**src/rtl/clk_div_bank.sv**
```systemverilog
// clk_div_bank: bank of NUM_CH runtime-programmable clock dividers on
// clk16f, with rising-edge ticks, an alignment strobe and a
// glitch-free ratio loader.
//
// Ports:
//   clk16f   - fast source clock, all logic on its posedge
//   reset    - asynchronous active-high reset
//   div_i    - new per-channel field values, channel i at [i*DIV_W +: DIV_W]
//   div_load - single-cycle request to capture div_i into the shadow
//   ch_en    - per-channel run enable
//   clk_o    - registered divided clocks
//   tick_o   - one-cycle pulse in the cycle clk_o[i] goes 0->1
//   align_o  - one-cycle pulse when every active channel ticks together
//   busy_o   - a load is pending and not yet applied
//
// Build option: define ODD_DIV_EN to make each field the full period P
// (high ceil(P/2), low floor(P/2)) instead of the half-period.
module clk_div_bank #(
    parameter int unsigned NUM_CH = 3,
    parameter int unsigned DIV_W  = 8,
    parameter logic [NUM_CH*DIV_W-1:0] DEF_HALF = {8'd8, 8'd4, 8'd2}
) (
    input  logic                    clk16f,
    input  logic                    reset,
    input  logic [NUM_CH*DIV_W-1:0] div_i,
    input  logic                    div_load,
    input  logic [NUM_CH-1:0]       ch_en,
    output logic [NUM_CH-1:0]       clk_o,
    output logic [NUM_CH-1:0]       tick_o,
    output logic                    align_o,
    output logic                    busy_o
);

    typedef enum logic {
        IDLE = 1'b0,
        PEND = 1'b1
    } state_t;

    state_t state_q, state_d;

    logic [NUM_CH*DIV_W-1:0] half_q, half_d;
    logic [NUM_CH*DIV_W-1:0] shad_q, shad_d;
    logic [NUM_CH*DIV_W-1:0] cnt_q, cnt_d;
    logic [NUM_CH-1:0]       clk_q, clk_d;
    logic [NUM_CH-1:0]       tick_q, tick_d;
    logic                    align_q, align_d;

    logic [NUM_CH-1:0] act;
    logic [NUM_CH-1:0] act_new;
    logic [NUM_CH-1:0] rise;
    logic [NUM_CH-1:0] fall;
    logic              apply;

    // A field value that produces a running clock.
    function automatic logic field_on(input logic [DIV_W-1:0] v);
`ifdef ODD_DIV_EN
        return v > DIV_W'(1);
`else
        return v != '0;
`endif
    endfunction

    // Per-channel edge decode: rise/fall say what the next edge does.
    for (genvar g = 0; g < NUM_CH; g++) begin : g_ch
        logic [DIV_W-1:0] h;
        logic [DIV_W-1:0] c;

        assign h          = half_q[g*DIV_W +: DIV_W];
        assign c          = cnt_q[g*DIV_W +: DIV_W];
        assign act[g]     = ch_en[g] && field_on(h);
        assign act_new[g] = ch_en[g] && field_on(shad_q[g*DIV_W +: DIV_W]);

`ifdef ODD_DIV_EN
        // Counter spans the whole period; fall after ceil(P/2) high cycles.
        logic [DIV_W:0] hi;

        assign hi      = ({1'b0, h} + 1'b1) >> 1;
        assign fall[g] = clk_q[g] && ({1'b0, c} == hi - 1'b1);
        assign rise[g] = !clk_q[g] && (c == h - 1'b1);
`else
        // Counter spans one half-period and restarts on every toggle.
        logic last;

        assign last    = (c == h - 1'b1);
        assign fall[g] = clk_q[g] && last;
        assign rise[g] = !clk_q[g] && last;
`endif
    end

    // Load FSM: state register.
    always_ff @(posedge clk16f or posedge reset) begin
        if (reset) begin
            state_q <= IDLE;
        end else begin
            state_q <= state_d;
        end
    end

    // Load FSM: next state. Apply only just before channel 0 would rise,
    // so its clock is already high-bound and nothing gets a runt pulse.
    always_comb begin
        state_d = state_q;
        apply   = 1'b0;
        unique case (state_q)
            IDLE: begin
                if (div_load) begin
                    state_d = PEND;
                end
            end
            PEND: begin
                apply = !act[0] || rise[0];
                // A load landing on the apply cycle starts a fresh request.
                if (apply && !div_load) begin
                    state_d = IDLE;
                end
            end
        endcase
    end

    // Load FSM: outputs.
    always_comb begin
        busy_o = (state_q == PEND);
        shad_d = div_load ? div_i : shad_q;
    end

    // Divider datapath.
    always_comb begin
        half_d = half_q;
        cnt_d  = cnt_q;
        clk_d  = clk_q;
        tick_d = '0;
        for (int i = 0; i < NUM_CH; i++) begin
            if (!act[i]) begin
                cnt_d[i*DIV_W +: DIV_W] = '0;
                clk_d[i]                = 1'b1;
            end else if (rise[i]) begin
                cnt_d[i*DIV_W +: DIV_W] = '0;
                clk_d[i]                = 1'b1;
                tick_d[i]               = 1'b1;
            end else if (fall[i]) begin
`ifdef ODD_DIV_EN
                cnt_d[i*DIV_W +: DIV_W] = cnt_q[i*DIV_W +: DIV_W] + 1'b1;
`else
                cnt_d[i*DIV_W +: DIV_W] = '0;
`endif
                clk_d[i]                = 1'b0;
            end else begin
                cnt_d[i*DIV_W +: DIV_W] = cnt_q[i*DIV_W +: DIV_W] + 1'b1;
            end
        end
        align_d = (|act) && (&(tick_d | ~act));
        // Apply restarts every channel in phase, high, with a common tick.
        if (apply) begin
            half_d  = shad_q;
            cnt_d   = '0;
            clk_d   = '1;
            tick_d  = act_new;
            align_d = |act_new;
        end
    end

    always_ff @(posedge clk16f or posedge reset) begin
        if (reset) begin
            half_q  <= DEF_HALF;
            shad_q  <= DEF_HALF;
            cnt_q   <= '0;
            clk_q   <= '1;
            tick_q  <= '0;
            align_q <= 1'b0;
        end else begin
            half_q  <= half_d;
            shad_q  <= shad_d;
            cnt_q   <= cnt_d;
            clk_q   <= clk_d;
            tick_q  <= tick_d;
            align_q <= align_d;
        end
    end

    assign clk_o   = clk_q;
    assign tick_o  = tick_q;
    assign align_o = align_q;

endmodule

```
**config.mk**
```make
export PLATFORM = sky130hd
export DESIGN_NAME = clk_div_bank
export DESIGN_NICKNAME = d
export VERILOG_FILES = /design/src/rtl/clk_div_bank.sv
export SDC_FILE = /design/constraint.sdc
export NUM_CORES = 1
export LEC_CHECK = 0
export ABC_AREA = 1
export CAP_MARGIN = 5
export CORE_ASPECT_RATIO = 1.4
export CORE_MARGIN = 2
export CORE_UTILIZATION = 30
export DETAILED_ROUTE_END_ITERATION = 12
export PLACE_DENSITY = 0.44
export SLEW_MARGIN = 30
export SYNTH_ARGS = -nofsm -noshare
export SYNTH_HDL_FRONTEND = slang
export SYNTH_SLANG_ARGS = --single-unit
```
**constraint.sdc**
```tcl
create_clock -name clk16f -period 5.3 [get_ports clk16f]
set_input_delay 1.325 -clock clk16f [delete_from_list [all_inputs] [get_ports clk16f]]
set_output_delay 1.325 -clock clk16f [all_outputs]
set_load 0.01 [all_outputs]
```
==> impl_metrics.env, run 1 <==
export IMPL_critical_path_cell_chain="clkdlybuf4s50_1, inv_1, a41oi_1, nand2_4, nand2_8, inv_4, nor2_1"
export IMPL_clockPowerShare_pct=34.4
export IMPL_drt_total_wl_microns=10700
export IMPL_wl_per_cell_microns=13.2
export IMPL_critical_path_endpoint_type="register"
export IMPL_die_width_microns=109
export IMPL_yosys_warnings=0
export IMPL_drt_iter0_markers=157
export IMPL_grt_start_max_net_pins=57
export IMPL_placement_io_buffers=37
export IMPL_multi_input_gate_area_in_the_final_layout_sq_um=2170
export IMPL_clk_insertion_delay_late_ps=340
export IMPL_max_clock_freq_mhz=351
export IMPL_instance_count_of_the_mapped_netlist=582
export IMPL_count_of_maximum_capacitance_violations=0
export IMPL_cts_hold_buf=0
export IMPL_yosysTopAreaCell="sky130_fd_sc_hd__dfrtp_1"
export IMPL_synth_most_common_cell="sky130_fd_sc_hd__nand2_1"
export IMPL_main_combinational_cell_family_by_area_after_synthesis="simple AND/OR/NAND/NOR gates"
export IMPL_setup_viol=0
export IMPL_area_growth_syn_to_layout_pct=18.1
export IMPL_detailedPlace_worstSlack_ps=2090
export IMPL_finalWorstSetupSlack_ps=2450
export IMPL_worstRegToRegCells=12
export IMPL_cts_tree="built"
export IMPL_synthXorXnorAreaFrac_pct=6.86
export IMPL_antenna_found_initial=0
export IMPL_timing_critical_path_fanout_max=55
export IMPL_max_vdd_ir_drop_uv=142
export IMPL_path_class="in2reg"
export IMPL_final_core_util_pct=36.2
export IMPL_cellInternalPower_w=0.00131
export IMPL_synth_top_cells_by_area="sky130_fd_sc_hd__dfrtp_1 39%, sky130_fd_sc_hd__nand2_1 12%, sky130_fd_sc_hd__inv_1 6.5%"
export IMPL_power_combinational_fraction_pct=26.6
export IMPL_fin_worst_hold_slack_ps=486
export IMPL_synth_adder_area_share_pct=2.45
export IMPL_detailedRoute_firstPassIterationCount=6
export IMPL_synth_ff_latch_count=80
export IMPL_cts_root_buffer_cell="sky130_fd_sc_hd__clkbuf_16"
export IMPL_power_w=0.00197
export IMPL_worst_slew_pin_transition_ps=837
export IMPL_run_status="complete, no violations"
export IMPL_fin_setup_tns_ps=0
export IMPL_timing_critical_path_slowest_cell_delay_ps=480
export IMPL_syn_area_per_cell_sq_um=7.89
export IMPL_final_seq_area_sq_um=2010
export IMPL_cp_arrival_ps=3110
export IMPL_ant_nets=0
export IMPL_worst_case_clock_skew_ps=8.34
export IMPL_initial_utilization_pct=30.6
export IMPL_synth_compound_area_share_pct=9.18
export IMPL_post_route_period_util_pct=53.7
export IMPL_start_kind="input port"
export IMPL_antennaDiodeCount=0
export IMPL_number_of_fill_cells=1602
export IMPL_routed_via_density=4.46
export IMPL_clock_tree_buffer_depth=2
export IMPL_crit_slowest_cell="sky130_fd_sc_hd__clkdlybuf4s50_1"
export IMPL_netlist_cell_type_count=29
export IMPL_setup_reg_to_reg_worst_slack_ps=2840
export IMPL_hold_path_depth=2
export IMPL_power_density_nw_per_um2=363
export IMPL_post_route_drc_count=0
export IMPL_chipHeight_microns=150
export IMPL_htreeDepth=3
export IMPL_min_delay_worst_endpoint="half_q[17]$_DFFE_PP0N_"
export IMPL_netlist_area_sq_um=4590
export IMPL_global_route_wire_length_before_repair_microns=17800
export IMPL_reported_leakage_power_nw=2.59
export IMPL_placement_rows=53
export IMPL_tritoncts_num_buffers=9
export IMPL_grt_overflow_total=0
export IMPL_floorplan_die_area_sq_um=16300
export IMPL_grt_pass1_vias=3646
export IMPL_r2r_start="half_q[1]$_DFFE_PP1N_"
export IMPL_hp_class="reg2reg"
export IMPL_final_nets=653
export IMPL_cts_repair_timing_setup_buffer_count=0
export IMPL_clock_sinks=80
export IMPL_holdCritStartpoint="half_q[17]$_DFFE_PP0N_"
export IMPL_edff_count_synth=0
export IMPL_synth_mux_area_share_pct=0
export IMPL_hold_violations=0
export IMPL_synthFlopType="sky130_fd_sc_hd__dfrtp_1"
export IMPL_area_of_the_core_region_sq_um=15000
export IMPL_period_needed_ps=2850
export IMPL_synth_seq_area_share_pct=43.8
export IMPL_total_of_cells_resized_after_clock_tree_synthesis=0
export IMPL_synth_common_cells="146 x sky130_fd_sc_hd__nand2_1, 80 x sky130_fd_sc_hd__inv_1, 71 x sky130_fd_sc_hd__dfrtp_1"
export IMPL_reg2reg_to="cnt_q[21]$_DFF_PP0_"
export IMPL_synth_simple_gate_area_share_pct=28.6
export IMPL_power_switching_fraction_pct=33.6
export IMPL_place_gp_congestion=0.835
export IMPL_grt_util_all_layers_pct=14.1
export IMPL_final_max_slew_viol_count=0
export IMPL_grt_setup_unrepaired="false"
export IMPL_worst_ep_required_time_ps=5570
export IMPL_synthesis_nets=621
export IMPL_power_net_switching_w=0.000661
export IMPL_synth_async_reset_ratio_pct=100
export IMPL_power_share_sequential_pct=39.0
export IMPL_maxSlewHeadroom_pct=44.0
export IMPL_cts_reportedPaths_clkPinSlew_ps=60
export IMPL_synth_top_area_share_pct=38.7
export IMPL_top_level_ports=38
export IMPL_dp_hpwl_microns=7930
export IMPL_share_of_layout_cells_above_drive_strength_1_pct=11.5
export IMPL_detailroute_via_count=3615
[area by class of cell]
type,instances,area share (%)
clock inverters,6,1.71
multi-input cells,404,39.9
flip-flops and latches,80,37.1
inverters,81,5.74
clock buffers,10,4.22
well taps,192,4.43
repair buffers,38,6.87
[routing by layer]
metal / global-route usage [%] / share of wire, % / vias up / wire length [microns]
li1: - / - / 1887 / -
met1: 16.8 / 44 / 1691 / 4740
met2: 25.3 / 52 / 27 / 5580
met3: 1.99 / 1.9 / 10 / 201
met4: 5.38 / 1.6 / 0 / 174
met5: 0 / 0 / - / 0
[cell usage in the layout, fill, tap and decap left out, types with 12 or more instances in the layout]
| cell type | n |
|---|---|
| sky130_fd_sc_hd__nand3_1 | 34 |
| sky130_fd_sc_hd__nand3b_1 | 13 |
| sky130_fd_sc_hd__o21ai_2 | 26 |
| sky130_fd_sc_hd__inv_1 | 79 |
| sky130_fd_sc_hd__nand2_1 | 146 |
| sky130_fd_sc_hd__xnor2_1 | 12 |
| sky130_fd_sc_hd__clkdlybuf4s50_1 | 36 |
| sky130_fd_sc_hd__nor2_1 | 66 |
| sky130_fd_sc_hd__o21ai_0 | 31 |
| sky130_fd_sc_hd__xor2_1 | 24 |
| sky130_fd_sc_hd__dfrtp_1 | 71 |
[logic make-up (layout without fill, tap and decap cells)]
logic type      count (synthesis)  after routing
flops                          80             80
compound gates                 63             63
buf+inv                        98            135
simple gates                  296            296
fa+ha+maj                       9              9
xor+xnor                       36             36
[how the worst max path moves through the flow]
stage | to | cells past startpoint | slack (ps) | from
floorplan | align_o$_DFF_PP0_ | 1 | 1940 | reset
detailed placement | cnt_q[21]$_DFF_PP0_ | 7 | 2090 | ch_en[0]
CTS | cnt_q[21]$_DFF_PP0_ | 7 | 2440 | ch_en[0]
global route | cnt_q[21]$_DFF_PP0_ | 7 | 2260 | ch_en[0]
finish | cnt_q[21]$_DFF_PP0_ | 7 | 2450 | ch_en[0]
global placement | align_o$_DFF_PP0_ | 7 | 2070 | ch_en[2]
[metrics by stage]
step / area [sq um] / std cells
2_1_floorplan: 4590 / 582
3_3_place_gp: 5100 / 795
3_5_place_dp: 5100 / 795
4_1_cts: 5430 / 811
5_1_grt: 5430 / 811
6_report: 5430 / 811
[registers in the layout, indices dropped and copies added (netlist names)]
signal,flops
cnt_q,24
shad_q,24
tick_o,3
busy_o,1
align_o,1
clk_o,3
half_q,24
[critical path: cells and delay by family]
kind,cells,cell delay [ps]
AOI/OAI and AO/OA,1,410
buffers and inverters,3,690
and+or+nand+nor,3,680
[power groups by stage]
stage	Sequential (W)	Combinational (W)	Clock, W
finish	0.000768	0.000524	0.000678
global route	0.000781	0.000607	0.000724
CTS	0.000769	0.000534	0.000700
detailed placement	0.000780	0.000531	0
global placement	0.000781	0.000522	0
floorplan	0.000753	0.000420	0
(Power assumes the default switching activity.)
==> run 2: changes to the inputs <==
clock period = 2.85 ns   (was 5.3 ns; I/O delays follow)
==> run 2 against run 1 <==
Compared with the run above: final area barely moved; clock-buffer cell count did not move; core utilization barely moved; first-iteration DRC count fell by 8.9%.
==> impl_metrics.env, run 2 (same netlist as run 1, synthesis figures left out) <==
export IMPL_run_status="complete, no violations"
export IMPL_route_met3_wl_microns=226
export IMPL_timing_critical_path_fanout_max=55
export IMPL_share_of_layout_cells_above_drive_strength_1_pct=12.0
export IMPL_cts_reportedPaths_clkPinSlew_ps=60
export IMPL_top_layer_used="met4"
export IMPL_final_max_slew_viol_count=0
export IMPL_cts_repair_timing_setup_buffer_count=0
export IMPL_hold_violations=0
export IMPL_htreeDepth=3
export IMPL_clock_sinks=80
export IMPL_antennaDiodeCount=0
export IMPL_grt_start_max_net_pins=56
export IMPL_grt_util_all_layers_pct=14.0
export IMPL_grt_pass1_vias=3532
export IMPL_final_cell_mix="146 x sky130_fd_sc_hd__nand2_1, 79 x sky130_fd_sc_hd__inv_1, 71 x sky130_fd_sc_hd__dfrtp_1"
export IMPL_placement_rows=53
export IMPL_met2_wire_len_microns=5320
export IMPL_grt_setup_unrepaired="false"
export IMPL_grt_overflow_total=0
export IMPL_worst_case_clock_skew_ps=10.5
export IMPL_critical_path_endpoint_type="register"
export IMPL_area_of_the_core_region_sq_um=15000
export IMPL_initial_utilization_pct=30.6
export IMPL_cts_root_buffer_cell="sky130_fd_sc_hd__clkbuf_16"
export IMPL_tritoncts_num_buffers=9
export IMPL_top_level_ports=38
export IMPL_total_of_cells_resized_after_clock_tree_synthesis=0
export IMPL_ant_nets=0
export IMPL_worst_ep_required_time_ps=3070
export IMPL_detailroute_via_count=3626
export IMPL_area_growth_syn_to_layout_pct=18.2
export IMPL_final_nets=657
export IMPL_cp_arrival_ps=2680
export IMPL_wl_per_cell_microns=13.0
export IMPL_routed_via_density=4.45
export IMPL_final_common_cell="sky130_fd_sc_hd__nand2_1"
export IMPL_die_width_microns=109
export IMPL_fin_setup_tns_ps=0
export IMPL_post_route_drc_count=0
export IMPL_dp_hpwl_microns=7850
export IMPL_place_gp_congestion=0.848
export IMPL_max_vdd_ir_drop_uv=341
export IMPL_hp_class="reg2reg"
export IMPL_post_route_period_util_pct=86.6
export IMPL_drt_iter0_markers=143
export IMPL_power_density_nw_per_um2=650
export IMPL_worst_slew_pin_transition_ps=805
export IMPL_met1Wirelength_microns=4850
export IMPL_reported_leakage_power_nw=2.60
export IMPL_power_w=0.00353
export IMPL_placement_io_buffers=37
export IMPL_cts_tree="built"
export IMPL_cts_hold_buf=0
export IMPL_global_route_wire_length_before_repair_microns=17800
export IMPL_clk_insertion_delay_late_ps=340
export IMPL_setup_viol=0
export IMPL_path_class="reg2reg"
export IMPL_antenna_found_initial=0
export IMPL_detailedRoute_firstPassIterationCount=4
export IMPL_max_clock_freq_mhz=405
export IMPL_reg_top3="cnt_q (24), half_q (24), shad_q (24)"
export IMPL_drt_total_wl_microns=10600
export IMPL_clock_tree_buffer_depth=2
export IMPL_maxSlewHeadroom_pct=46.4
export IMPL_start_kind="register"
export IMPL_count_of_maximum_capacitance_violations=0
export IMPL_floorplan_die_area_sq_um=16300
export IMPL_period_needed_ps=2470
export IMPL_chipHeight_microns=150
export IMPL_setup_reg_to_reg_worst_slack_ps=380
## run 2: per-layer routing
| layer | vias up | global-route usage, % |
|---|---|---|
| met5 | - | 0 |
| met4 | 0 | 4.55 |
| met3 | 12 | 2.38 |
| met2 | 41 | 24.1 |
| met1 | 1680 | 17.8 |
| li1 | 1893 | - |
## run 2: path summary, 6_finish.rpt
path / startpoint / endpoint / depth (start not counted)
max in group asynchronous: reset / half_q[19]$_DFFE_PP1N_ / 3
worst min register to register: half_q[1]$_DFFE_PP1N_ / half_q[1]$_DFFE_PP1N_ / 2
worst min-delay path: half_q[1]$_DFFE_PP1N_ / half_q[1]$_DFFE_PP1N_ / 2
min in group asynchronous: reset / shad_q[22]$_DFFE_PP0P_ / 2
worst max-delay path: half_q[1]$_DFFE_PP1N_ / cnt_q[23]$_DFF_PP0_ / 12
worst max register to register: half_q[1]$_DFFE_PP1N_ / cnt_q[23]$_DFF_PP0_ / 12
## run 2: layout make-up
| cell class | instances | area (sq um) |
|---|---|---|
| inverter | 81 | 308 |
| sequential | 80 | 2010 |
| clock buffer | 10 | 239 |
| fill | 1604 | 9560 |
| timing repair buffer | 42 | 415 |
| clock inverter | 6 | 50.0 |
| tap | 192 | 240 |
| multi-input combinational | 404 | 2160 |
## run 2: where the power goes
part | internal, W | leakage [nW] | switching (W)
logic | 0.000383 | 1.46 | 0.000595
clock network | 0.000624 | 0.136 | 0.000499
registers | 0.00128 | 1.01 | 0.000146
## run 2: worst max-delay path, cell delays in order (launching register included)
cell and delay, ps:
sky130_fd_sc_hd__dfstp_2 540, sky130_fd_sc_hd__inv_1 70, sky130_fd_sc_hd__ha_1 290, sky130_fd_sc_hd__xor2_1 150, sky130_fd_sc_hd__nand2_1 60, sky130_fd_sc_hd__nor2_1 150
sky130_fd_sc_hd__nand3_1 110, sky130_fd_sc_hd__nor2_2 130, sky130_fd_sc_hd__nand3_2 100, sky130_fd_sc_hd__nand2_4 130, sky130_fd_sc_hd__nand2_8 270, sky130_fd_sc_hd__inv_4 270
sky130_fd_sc_hd__nor2_1 70
## run 2: metrics by stage
stage	utilization, %	instance area, sq um	std cells	hold WS [ps]	worst slack, ps
floorplan	-	4590	582	455	101
global placement	34.3	5140	799	478	324
detailed placement	34.3	5140	799	483	278
CTS	36.2	5430	815	493	344
global route	36.2	5430	815	520	158
finish	36.2	5430	815	492	383
==> run 3: changes to the inputs <==
--- a/config.mk
+++ b/config.mk
@@ -12,4 +12,5 @@
 export CORE_UTILIZATION = 30
 export DETAILED_ROUTE_END_ITERATION = 12
+export MAX_ROUTING_LAYER = met4
 export PLACE_DENSITY = 0.44
 export SLEW_MARGIN = 30
==> constraint.sdc (replaced) <==
create_clock -name clk16f -period 2.85 [get_ports clk16f]
set_input_delay 0.7125 -clock clk16f [delete_from_list [all_inputs] [get_ports clk16f]]
set_output_delay 0.7125 -clock clk16f [all_outputs]
set_load 0.05 [all_outputs]
==> run 3 against run 2 <==
Compared with the run above: hold slack about the same; final cell count unchanged; worst setup slack about the same; clock skew barely moved; total power up 0.79%; first-iteration DRC count is 2.1% higher; final area is the same; global-route usage increased by 0.37 points; core utilization did not move; non-clock buffer count unchanged; register-to-register slack hardly changed; die area did not move; critical endpoint unchanged; largest cell class unchanged; highest routed layer unchanged.
==> impl_metrics.env, run 3 (same netlist as run 1, synthesis figures left out) <==
export IMPL_grt_setup_unrepaired="false"
export IMPL_worst_ep_required_time_ps=3060
export IMPL_final_common_cell="sky130_fd_sc_hd__nand2_1"
export IMPL_chipHeight_microns=150
export IMPL_path_class="reg2reg"
export IMPL_die_width_microns=109
export IMPL_timing_critical_path_fanout_max=55
export IMPL_max_vdd_ir_drop_uv=341
export IMPL_cts_reportedPaths_clkPinSlew_ps=60
export IMPL_htreeDepth=3
export IMPL_max_clock_freq_mhz=405
export IMPL_detailroute_via_count=3605
export IMPL_final_max_slew_viol_count=0
export IMPL_clock_sinks=80
export IMPL_cts_repair_timing_setup_buffer_count=0
export IMPL_final_cell_mix="146 x sky130_fd_sc_hd__nand2_1, 79 x sky130_fd_sc_hd__inv_1, 71 x sky130_fd_sc_hd__dfrtp_1"
export IMPL_antennaDiodeCount=0
export IMPL_place_gp_congestion=0.865
export IMPL_start_kind="register"
export IMPL_placement_io_buffers=37
export IMPL_global_route_wire_length_before_repair_microns=17800
export IMPL_reported_leakage_power_nw=2.60
export IMPL_hold_violations=0
export IMPL_power_combinational_fraction_pct=28.4
export IMPL_area_growth_syn_to_layout_pct=18.2
export IMPL_drt_iter0_markers=146
export IMPL_cts_root_buffer_cell="sky130_fd_sc_hd__clkbuf_16"
export IMPL_initial_utilization_pct=30.6
export IMPL_worst_slew_pin_transition_ps=792
export IMPL_grt_util_all_layers_pct=14.4
export IMPL_power_share_sequential_pct=40.2
export IMPL_count_of_maximum_capacitance_violations=0
export IMPL_clk_insertion_delay_late_ps=340
export IMPL_critical_path_endpoint_type="register"
export IMPL_clock_tree_buffer_depth=2
export IMPL_run_status="complete, no violations"
export IMPL_hp_class="reg2reg"
export IMPL_finalWorstSetupSlack_ps=383
export IMPL_fin_worst_hold_slack_ps=492
export IMPL_power_switching_fraction_pct=35.7
export IMPL_final_core_util_pct=36.2
export IMPL_clockPowerShare_pct=31.4
export IMPL_grt_pass1_vias=3542
export IMPL_dp_hpwl_microns=7850
export IMPL_routed_via_density=4.42
export IMPL_reg_top3="cnt_q (24), half_q (24), shad_q (24)"
export IMPL_area_of_the_core_region_sq_um=15000
export IMPL_ant_nets=0
export IMPL_cellInternalPower_w=0.00229
export IMPL_post_route_drc_count=0
export IMPL_grt_overflow_total=0
export IMPL_worst_case_clock_skew_ps=10.9
export IMPL_cp_arrival_ps=2680
export IMPL_power_net_switching_w=0.00127
export IMPL_power_density_nw_per_um2=655
export IMPL_setup_viol=0
export IMPL_detailedPlace_worstSlack_ps=278
export IMPL_drt_total_wl_microns=10600
export IMPL_total_of_cells_resized_after_clock_tree_synthesis=0
export IMPL_antenna_found_initial=0
export IMPL_placement_rows=53
export IMPL_fin_setup_tns_ps=0
export IMPL_final_nets=657
export IMPL_placed_area_sq_um=5140
export IMPL_grt_start_max_net_pins=56
export IMPL_floorplan_die_area_sq_um=16300
export IMPL_cts_hold_buf=0
export IMPL_cts_tree="built"
export IMPL_wl_per_cell_microns=13.0
export IMPL_post_route_period_util_pct=86.6
export IMPL_share_of_layout_cells_above_drive_strength_1_pct=12.0
export IMPL_top_level_ports=38
export IMPL_detailedRoute_firstPassIterationCount=4
export IMPL_period_needed_ps=2470
export IMPL_maxSlewHeadroom_pct=47.2
export IMPL_tritoncts_num_buffers=9
export IMPL_finalInstanceArea_sq_um=5430
-- run 3: cell counts in the layout (fill, tap and decap cells not counted) --
Identical to the previous run, type by type.
-- run 3: power groups by stage --
stage	sequential, W	clock, W	combinational (W)
2_1_floorplan	0.00143	0	0.000780
3_3_place_gp	0.00145	0	0.00101
3_5_place_dp	0.00145	0	0.00102
4_1_cts	0.00143	0.00115	0.00102
5_1_grt	0.00145	0.00121	0.00117
6_report	0.00143	0.00112	0.00101
-- run 3: critical path: stages, from the launching register on --
cell and delay, ps:
sky130_fd_sc_hd__dfstp_2 540, sky130_fd_sc_hd__inv_1 70, sky130_fd_sc_hd__ha_1 290, sky130_fd_sc_hd__xor2_1 150
sky130_fd_sc_hd__nand2_1 60, sky130_fd_sc_hd__nor2_1 150, sky130_fd_sc_hd__nand3_1 110, sky130_fd_sc_hd__nor2_2 130
sky130_fd_sc_hd__nand3_2 100, sky130_fd_sc_hd__nand2_4 130, sky130_fd_sc_hd__nand2_8 270, sky130_fd_sc_hd__inv_4 270
sky130_fd_sc_hd__nor2_1 70
-- run 3: final timing paths --
kind	cells past startpoint	slack, ps	endpoint	start
min in group asynchronous	2	670	shad_q[22]$_DFFE_PP0P_	reset
max reg2reg	12	380	cnt_q[23]$_DFF_PP0_	half_q[1]$_DFFE_PP1N_
min	2	490	half_q[1]$_DFFE_PP1N_	half_q[1]$_DFFE_PP1N_
max	12	380	cnt_q[23]$_DFF_PP0_	half_q[1]$_DFFE_PP1N_
min reg2reg	2	490	half_q[1]$_DFFE_PP1N_	half_q[1]$_DFFE_PP1N_
max in group asynchronous	3	1560	half_q[19]$_DFFE_PP1N_	reset
-- run 3: metrics by stage --
stage / power (W) / instances
after global placement: 0.00246 / 799
final: 0.00356 / 815
after floorplan: 0.00221 / 582
after global routing: 0.00383 / 815
after detailed placement: 0.00247 / 799
after CTS: 0.00361 / 815
-- run 3: cell type report --
class                   instances  area, sq um
well taps                     192          240
flip-flops and latches         80         2010
inverters                      81          308
clock buffers                  10          239
clock inverters                 6         50.0
fillers                      1604         9560
multi-input cells             404         2160
repair buffers                 42          415
-- run 3: metal layers --
metal,global-route usage [%],vias up,wire length (microns)
met2,24.1,34,5360
met4,4.55,0,129
met3,2.25,8,199
met1,17.8,1668,4870
li1,-,1895,-
met5,-,-,0
